$ cat config.mk
export PLATFORM = sky130hd
export DESIGN_NAME = fifo_reader
export DESIGN_NICKNAME = d
export VERILOG_FILES = /design/src/rtl/fifo_reader.sv
export SDC_FILE = /design/constraint.sdc
export NUM_CORES = 1
export LEC_CHECK = 0
export CAP_MARGIN = 20
export CORE_UTILIZATION = 35
export CTS_CLUSTER_DIAMETER = 100
export DETAILED_ROUTE_END_ITERATION = 16
export PLACE_DENSITY = 0.67
export SLEW_MARGIN = 25
export SYNTH_ARGS = -nofsm -noshare
export SYNTH_HDL_FRONTEND = slang
export SYNTH_SLANG_ARGS = --single-unit
$ cat constraint.sdc
create_clock -name read_clock -period 5.92 [get_ports read_clock]
set_clock_uncertainty 0.2 [all_clocks]
set_input_delay 1.184 -clock read_clock [delete_from_list [all_inputs] [get_ports read_clock]]
set_output_delay 1.184 -clock read_clock [all_outputs]
set_load 0.1 [all_outputs]
$ cat src/rtl/fifo_reader.sv
// Non-FWFT FIFO to valid/ready stream adapter with a 2-entry skid buffer,
// burst framing (out_last) and an accepted-word counter.
module fifo_reader #(
    parameter int DWIDTH    = 32,
    parameter int BURST_LEN = 16
) (
    input  logic              read_clock,
    input  logic              read_reset,
    input  logic              fifo_flush,
    input  logic              fifo_empty,
    input  logic [DWIDTH-1:0] fifo_read_data,
    output logic              fifo_read_enable,
    output logic              out_valid,
    input  logic              out_ready,
    output logic [DWIDTH-1:0] out_data,
    output logic              out_last,
    output logic [15:0]       words_sent
);

    typedef enum logic [1:0] {
        EMPTY = 2'd0,
        ONE   = 2'd1,
        TWO   = 2'd2
    } occ_t;

    localparam logic [15:0] LAST = 16'(BURST_LEN - 1);

    occ_t              occ, occ_next;
    logic              inflight;
    logic [DWIDTH-1:0] head, tail, head_next, tail_next;
    logic [15:0]       burst_count, sent_count;
    logic              pop, push;
    logic [2:0]        level;

    assign out_valid  = (occ != EMPTY);
    assign pop        = out_valid & out_ready;
    assign push       = inflight & ~fifo_flush;
    assign out_data   = head;
    assign out_last   = out_valid & (burst_count == LAST);
    assign words_sent = sent_count;

    // Slots committed after this cycle; a read is only issued if it fits.
    assign level = {1'b0, occ} + {2'b00, inflight} - {2'b00, pop};
    assign fifo_read_enable = ~fifo_empty & ~fifo_flush & ~read_reset
                            & (level < 3'd2);

    always_comb begin
        occ_next  = occ;
        head_next = head;
        tail_next = tail;
        case (occ)
            EMPTY: begin
                if (push) begin
                    occ_next  = ONE;
                    head_next = fifo_read_data;
                end
            end
            ONE: begin
                if (push && pop) begin
                    head_next = fifo_read_data;
                end else if (push) begin
                    occ_next  = TWO;
                    tail_next = fifo_read_data;
                end else if (pop) begin
                    occ_next = EMPTY;
                end
            end
            TWO: begin
                if (pop) begin
                    occ_next  = ONE;
                    head_next = tail;
                end
            end
            default: occ_next = EMPTY;
        endcase
        if (fifo_flush) begin
            occ_next = EMPTY;
        end
    end

    always_ff @(posedge read_clock) begin
        if (read_reset) begin
            occ         <= EMPTY;
            inflight    <= 1'b0;
            burst_count <= 16'd0;
            sent_count  <= 16'd0;
        end else begin
            occ      <= occ_next;
            inflight <= fifo_read_enable;
            if (fifo_flush) begin
                burst_count <= 16'd0;
            end else if (pop) begin
                burst_count <= (burst_count == LAST) ? 16'd0
                                                     : burst_count + 16'd1;
            end
            // A pop during flush still left the block, so it is counted.
            if (pop) begin
                sent_count <= sent_count + 16'd1;
            end
        end
    end

    always_ff @(posedge read_clock) begin
        head <= head_next;
        tail <= tail_next;
    end

endmodule
**Yosys cells after proc, flatten, opt, wreduce, memory -nomap -nowiden**

Index checks and enable logic that the tools add are counted.

- ROM bits: 0
- Register bits after elaboration: 99
- Logic and storage cells: 48
- Latch bits: 0
- RAM bits: 0
- Output and inout port bits: 51
- Memories kept: 0

- Bitwise gates (word level): 10
- Multiplexer cells: 11
- Reduce and logical (&&, ||, !) cells: 8
- Equality and inequality tests: 8
- $mul: 0
- $lt $le $gt $ge: 1
- Add/subtract/negate cells: 4
- Divide/modulo/power cells: 0
- Shift operators: 0

Operator list:

| kind | count |
|---|---|
| 2-to-1 mux 32 bit | 3 |
| case mux 32 bit (3 select lines) | 1 |
| adder 16 x 1 -> 16 bit (second input constant) | 2 |
| equality test 16 x 4 -> 1 bit (second input constant) | 1 |
| 2-to-1 mux 16 bit | 1 |
| 2-to-1 mux 2 bit | 5 |
| inequality test 2 bit (second input constant) | 4 |
| AND reduction 4 bit | 2 |
| AND 1 bit | 6 |
| case mux 2 bit (3 select lines) | 1 |
| inverter 1 bit | 4 |
| adder 2 x 1 -> 3 bit | 1 |
| < comparator 3 x 2 -> 1 bit (second input constant) | 1 |
| inequality test 3 bit (second input constant) | 1 |
| AND reduction 3 bit | 1 |
| nonzero test 3 bit | 1 |
| subtractor 3 x 1 -> 3 bit | 1 |
| equality test 2 x 1 -> 1 bit (second input constant) | 1 |
| equality test 2 bit (second input constant) | 1 |
| logical NOT 2 bit | 1 |
| nonzero test 2 bit | 1 |
| OR reduction 2 bit | 1 |
| logical AND 1 bit | 1 |

**Depth between registers and ports, before layout**

Gate-level depths: netlist of the first run.

- Depth in word-level cells: 6
- Depth in mapped cells: 8
- Depth with buffers taken out: 7

**Worst setup path after synthesis of the first run**

OpenSTA, ideal clock, no wires.

- Path type: input to register
- Start point: input out_ready
- End point: register tail[0] (enable)
- Stages: 3
- Arrival time: 4.578 ns
- Required time: 5.219 ns
- Path slack: 0.641 ns
- Library setup time: 0.501 ns
- Path through: buf_2 nand2b_1 nor4_1

- Longest elaborated chain between the ends: 4

RTL lines:

| what | RTL line | text |
|---|---|---|
| start, declared | 14 | `input logic out_ready,` |
| AND 1 bit | 36 | `assign pop = out_valid & out_ready;` |
| logical AND 1 bit | 59 | `if (push && pop) begin` |
| inverter 1 bit (no source line) | - |  |
| AND reduction 3 bit (no source line) | - |  |
| end signal, assigned | 105 | `tail <= tail_next;` |
| end, declared | 30 | `logic [DWIDTH-1:0] head, tail, head_next, tail_next;` |

Every way passes these cells.
A chain may end at the register's enable or synchronous reset.

**Final worst setup path of the first run**

- Start point: input out_ready
- End point: output fifo_read_enable

- Longest elaborated chain between the ends: 4

RTL lines:

| what | RTL line | text |
|---|---|---|
| AND 1 bit | 36 |  |
| via pop | 32 | `logic pop, push;` |
| subtractor 3 x 1 -> 3 bit | 43 | `assign level = {1'b0, occ} + {2'b00, inflight} - {2'b00, pop};` |
| < comparator 3 x 2 -> 1 bit | 45 | `& (level < 3'd2);` |
| AND 1 bit | 45 |  |
| end, declared | 12 | `output logic fifo_read_enable,` |

The timed path passes the listed nets, and every way through them passes these cells.

==> flow_summary.json, run 1 <==
{
  "outcome": "finished, final reports clean",
  "drtIter0Drc": 111,
  "cts_setup_buffers": 0,
  "drv_cap": 0,
  "grt_max_degree": 34,
  "numCtsBuffers": 9,
  "critPathBufInv": 3,
  "end_kind": "output pin",
  "dieArea_um2": 11900,
  "crit_start": "out_ready",
  "final-hold-violation-count": 0,
  "synth_area_um2": 4000,
  "synth-main-ff-cell": "edfxtp_1",
  "setup.worst_path.start_class": "input port",
  "worstMarginPinSlew_ps": 1000,
  "clockRootBuffer": "clkbuf_16",
  "reg2reg_from": "occ[1]$_SDFFE_PP0P_",
  "worstPathArrival_ps": 4000,
  "synthArstFlopShare": 0,
  "avgRoutedWirePerCell_um": 15.3,
  "synth-edff-count": 64,
  "ff2ff_path_depth": 7,
  "cp_slowest_cell": "clkdlybuf4s50_1",
  "cp_top_family": "buffers and inverters",
  "slew_viol_final": 0,
  "p_leak_uw": 0.00170,
  "cts_tree": "done",
  "die_h_um": 109,
  "hpwlAfterDp_um": 5540,
  "netlist.area_leader.share": 0.480,
  "finalNetCount": 430,
  "power_density_nw_per_um2": 271,
  "first_pass_iters": 4,
  "syn_nets": 339,
  "htreeDepth": 3,
  "yosysTopAreaCell": "edfxtp_1",
  "yosysWarnings": 0,
  "layout-drive-gt1-share": 0.160,
  "die_w_um": 109,
  "cts_hold_buf": 0,
  "cts.reportedPaths.clkPinSlew_ps": 70,
  "grt_pass1_vias": 2579,
  "io_buffer_count": 87,
  "max-slew-margin-rel": 0.329,
  "worstPathRequired_ps": 4540,
  "ant_nets": 0,
  "reg2reg_slack_ps": 2960,
  "pin_count": 88,
  "start_util": 0.364,
  "r2r_end": "inflight$_SDFF_PP0_",
  "via_per_inst": 4.98,
  "grt_pass1_wl_um": 12700,
  "crit_type": "in -> out",
  "avgSynthCellArea_um2": 13.4,
  "finalCritPeriodShare": 0.909,
  "setup_viol": 0,
  "worst_slack_ps": 538,
  "pre_cts_ws_ps": 633,
  "num_rows": 38,
  "cts_resized": 0,
  "vdd_drop_max_mv": 0.249,
  "grt_use_total": 0.142,
  "crit_chain": "clkdlybuf4s50_1, o21ai_1, inv_2, ha_1, nand2b_1, fa_1, xnor2_1, and4b_1, buf_12",
  "clock_latency_ps": 340,
  "clockBufferDepth": 2,
  "core-area_um2": 11000,
  "yosys.cell_types.count": 39,
  "synth_area_leaders": "edfxtp_1, dfxtp_1, mux2_2",
  "cp.depth": 9,
  "synthCells": 298,
  "hold_class": "reg -> reg",
  "routed_wl_um": 8150,
  "fillers": 997,
  "drc": 0,
  "critPathCapture": "fifo_read_enable",
  "n_antenna_cell": 0,
  "fmaxAchievable_mhz": 186,
  "setup_tns_ps": 0,
  "ys_ff_latch": 99,
  "finalCriticalPeriod_ps": 5380,
  "grt_overflow": 0,
  "place_congestion": 0.736,
  "multi_input_area_um2": 1350,
  "area_growth_pct": 35.3,
  "rsz0062_at_grt": "false",
  "antenna_found_initial": 0,
  "critical_path.max_stage_delay_ps": 580,
  "synth_seq_area_share": 0.656,
  "clock-sinks": 99,
  "vias": 2658,
  "ff_latch_area_um2": 2620,
  "crit_fanout": 10
}
-- sequential cells by signal (all words and copies together) (netlist names) --
name         flops
occ              2
inflight         1
words_sent      16
burst_count     16
out_data        32
tail            32
-- power by group --
group / leakage [uW] / total [uW] / switching (uW) / internal (uW)
clock: 0.000148 / 625 / 253 / 372
sequential: 0.000860 / 742 / 2.46 / 740
combinational: 0.000694 / 96.5 / 55.9 / 40.6
total: 0.00170 / 1460 / 311 / 1150
-- through the flow --
step	instance area, um2	hold slack [ps]	total power, uW	util	std cells
2_1_floorplan	4000	252	811	-	298
3_3_place_gp	5050	265	851	0.460	517
3_5_place_dp	5080	269	854	0.463	518
4_1_cts	5410	279	1480	0.492	534
5_1_grt	5410	305	1520	0.493	534
6_report	5410	277	1460	0.493	534
-- area by class of cell --
cell class | instances | area share
Timing Repair Buffer | 89 | 0.169
Multi-Input combinational cell | 184 | 0.249
Inverter | 6 | 0.00416
Clock buffer | 9 | 0.0416
Clock inverter | 7 | 0.0185
Tap cell | 140 | 0.0324
Sequential cell | 99 | 0.485
-- layer usage --
layer  global-route usage  wire [um]  up-vias
met1                0.189       3850     1281
met3               0.0466        536        8
met4               0.0386         73        0
met5                    0          0        -
li1                     -          -     1290
met2                0.223       3680       79
-- cells by family (layout without fill, tap and decap cells) --
family	after synthesis	count (layout)	synth area share
flip-flops	99	99	0.656
AND/OR/NAND/NOR	98	98	0.134
multiplexers	33	33	0.0926
XOR/XNOR	25	25	0.0547
AO/OA/AOI/OAI	24	24	0.0347
buffers and inverters	15	111	0.0144
adder cells (fa/ha/maj)	4	4	0.0144
-- worst min-delay path: stages, from the launching register on --
cell	delay (ps)
dfxtp_1	320
nand2_1	60
a21oi_1	50
-- placed cells by master, fill, tap and decap left out, drive strengths merged, types with 5 or more instances in the layout --
cell type,n
nand4,10
nand2,15
inv,7
nor3,10
nor4,8
or3,5
clkbuf,9
xnor2,18
clkdlybuf4s50,86
mux2,32
edfxtp,64
dfxtp,35
xor2,7
nor2,28
o21ai,9
nand3,5
a21oi,10
-- Yosys cell counts (2+ instances only) --
cell type,instances
edfxtp_1,64
dfxtp_1,35
mux2_2,32
nor2_1,28
xnor2_1,18
nand2_1,15
a21oi_1,10
nor3_1,10
nand4_1,9
nor4_1,8
clkbuf_1,7
o21ai_0,7
xor2_1,7
inv_1,5
nand3_1,5
ha_1,3
or3_1,3
and4b_1,2
nand2b_1,2
nand3b_1,2
nor2b_1,2
nor4b_1,2
o2111ai_1,2
o21ai_1,2
or2_2,2
or3_2,2
or4_1,2
-- how the worst min path moves through the flow --
stage                                               to                          from  slack, ps  cells past startpoint
after floorplan           burst_count[15]$_SDFFE_PP0P_  burst_count[15]$_SDFFE_PP0P_        250                      2
after global placement     burst_count[1]$_SDFFE_PP0P_   burst_count[1]$_SDFFE_PP0P_        260                      2
after detailed placement   burst_count[1]$_SDFFE_PP0P_   burst_count[1]$_SDFFE_PP0P_        270                      2
after CTS                  burst_count[1]$_SDFFE_PP0P_   burst_count[1]$_SDFFE_PP0P_        280                      2
after global routing       burst_count[1]$_SDFFE_PP0P_   burst_count[1]$_SDFFE_PP0P_        300                      2
final                      burst_count[1]$_SDFFE_PP0P_   burst_count[1]$_SDFFE_PP0P_        280                      2
No activity file was read; power rests on OpenSTA's default activity.
==> run 2, diff against run 1 <==
PLACE_DENSITY = 0.7   (was 0.67)
==> flow_summary.json, run 2 (synthesis gave the netlist of run 1 again) <==
{
  "pre_cts_ws_ps": 526,
  "max-slew-margin-rel": 0.317,
  "grt_pass1_wl_um": 12700,
  "antenna_found_initial": 0,
  "fmaxAchievable_mhz": 186,
  "crit_fanout": 10,
  "drv_cap": 0,
  "end_kind": "output pin",
  "ff_latch_area_um2": 2620,
  "reg2reg_from": "occ[1]$_SDFFE_PP0P_",
  "critical_path.max_stage_delay_ps": 570,
  "finalCritPeriodShare": 0.909,
  "power_density_nw_per_um2": 258,
  "cts_hold_buf": 0,
  "setup.worst_path.start_class": "input port",
  "final_common_cell": "clkdlybuf4s50_1",
  "outcome": "finished, final reports clean",
  "worstPathRequired_ps": 4540,
  "setup_tns_ps": 0,
  "core-area_um2": 11000,
  "htreeDepth": 3,
  "p_leak_uw": 0.00171,
  "clock_latency_ps": 340,
  "grt_use_total": 0.140,
  "routed_wl_um": 8060,
  "cp_slowest_cell": "clkdlybuf4s50_1",
  "clockRootBuffer": "clkbuf_16",
  "grt_overflow": 0,
  "first_pass_iters": 4,
  "place_congestion": 0.765,
  "layout-drive-gt1-share": 0.159,
  "hold_depth": 2,
  "crit_start": "out_ready",
  "ff2ff_path_depth": 7,
  "cts_tree": "done",
  "worstPathArrival_ps": 4000,
  "io_buffer_count": 87,
  "vdd_drop_max_mv": 0.117,
  "layout_common_cells": "clkdlybuf4s50_1, edfxtp_1, dfxtp_1, mux2_2, nor2_1",
  "crit_type": "in -> out",
  "pin_count": 88,
  "route.met3.wl_um": 518,
  "grt_pass1_vias": 2619,
  "num_rows": 38,
  "cts.reportedPaths.clkPinSlew_ps": 70,
  "drtIter0Drc": 76,
  "via_per_inst": 5.01,
  "numCtsBuffers": 9,
  "n_antenna_cell": 0,
  "grt_max_degree": 34,
  "avgRoutedWirePerCell_um": 15.1,
  "drc": 0,
  "worst_slack_ps": 536,
  "hold_class": "reg -> reg",
  "rsz0062_at_grt": "false",
  "clockBufferDepth": 2,
  "wl_met2_um": 3730,
  "crit_chain": "clkdlybuf4s50_1, o21ai_1, inv_2, ha_1, nand2b_1, fa_1, xnor2_1, and4b_1, buf_12",
  "min-delay-start": "burst_count[15]$_SDFFE_PP0P_",
  "finalCriticalPeriod_ps": 5380,
  "multi_input_area_um2": 1350,
  "highest_layer": "met4",
  "total_power_uw": 1390,
  "m1WireLength_um": 3680,
  "cts_setup_buffers": 0,
  "slew_viol_final": 0,
  "start_util": 0.364,
  "final-hold-violation-count": 0,
  "cts_resized": 0,
  "hpwlAfterDp_um": 5580,
  "fillers": 1010,
  "finalNetCount": 431,
  "final_util": 0.491,
  "die_w_um": 109,
  "area_growth_pct": 34.9,
  "setup_viol": 0,
  "vias": 2678,
  "clock-sinks": 99,
  "dieArea_um2": 11900,
  "worstMarginPinSlew_ps": 1020,
  "ant_nets": 0,
  "die_h_um": 109
}
[run 2: cell count changes in the layout (fill, tap and decap cells not counted), sizes merged]
cell      delta
clkinv       +3
clkinvlp     -3
bufinv       -2
buf          +1
inv          +2
[run 2: per-layer routing]
metal  global-route usage  up-vias
met5                    0        -
met4               0.0676        0
met3               0.0293        9
met2                0.230       72
met1                0.175     1302
li1                     -     1295
[run 2: critical path, delay by kind of cell]
family / cells / cell delay (ps)
and+or+nand+nor: 2 / 450
adders and majority gates: 2 / 720
xor gates and xnor gates: 1 / 170
AOI/OAI and AO/OA: 1 / 480
buffers and inverters: 3 / 990
[run 2: path summary, 6_finish.rpt]
kind	endpoint	slack (ps)
hold / removal	burst_count[15]$_SDFFE_PP0P_	300
setup reg to reg	inflight$_SDFF_PP0_	2980
setup / recovery	fifo_read_enable	540
hold reg to reg	burst_count[15]$_SDFFE_PP0P_	300
[run 2: area by class of cell]
type,count,share of cell area
clock inverters,7,0.0109
repair buffers,90,0.175
inverters,6,0.00417
well taps,140,0.0325
clock buffers,9,0.0417
multi-input cells,184,0.250
flip-flops and latches,99,0.486
[run 2: power breakdown]
group	switching [uW]	internal (uW)
clock network	261	292
registers	2.41	739
logic	55.6	40.5
[run 2: metrics by stage]
step	instance area [um2]	hold WS [ps]	instances
2_1_floorplan	4000	252	298
3_5_place_dp	5080	284	518
6_report	5400	296	535
3_3_place_gp	5050	265	517
5_1_grt	5400	324	535
4_1_cts	5370	295	534
==> run 3, diff against run 2 <==
CTS_BUF_LIST = sky130_fd_sc_hd__clkbuf_16   (was not set)
TNS_END_PERCENT = 30   (was not set)
==> results of run 3 <==
The final DEF is identical to that of run 2; final timing and power are the same.
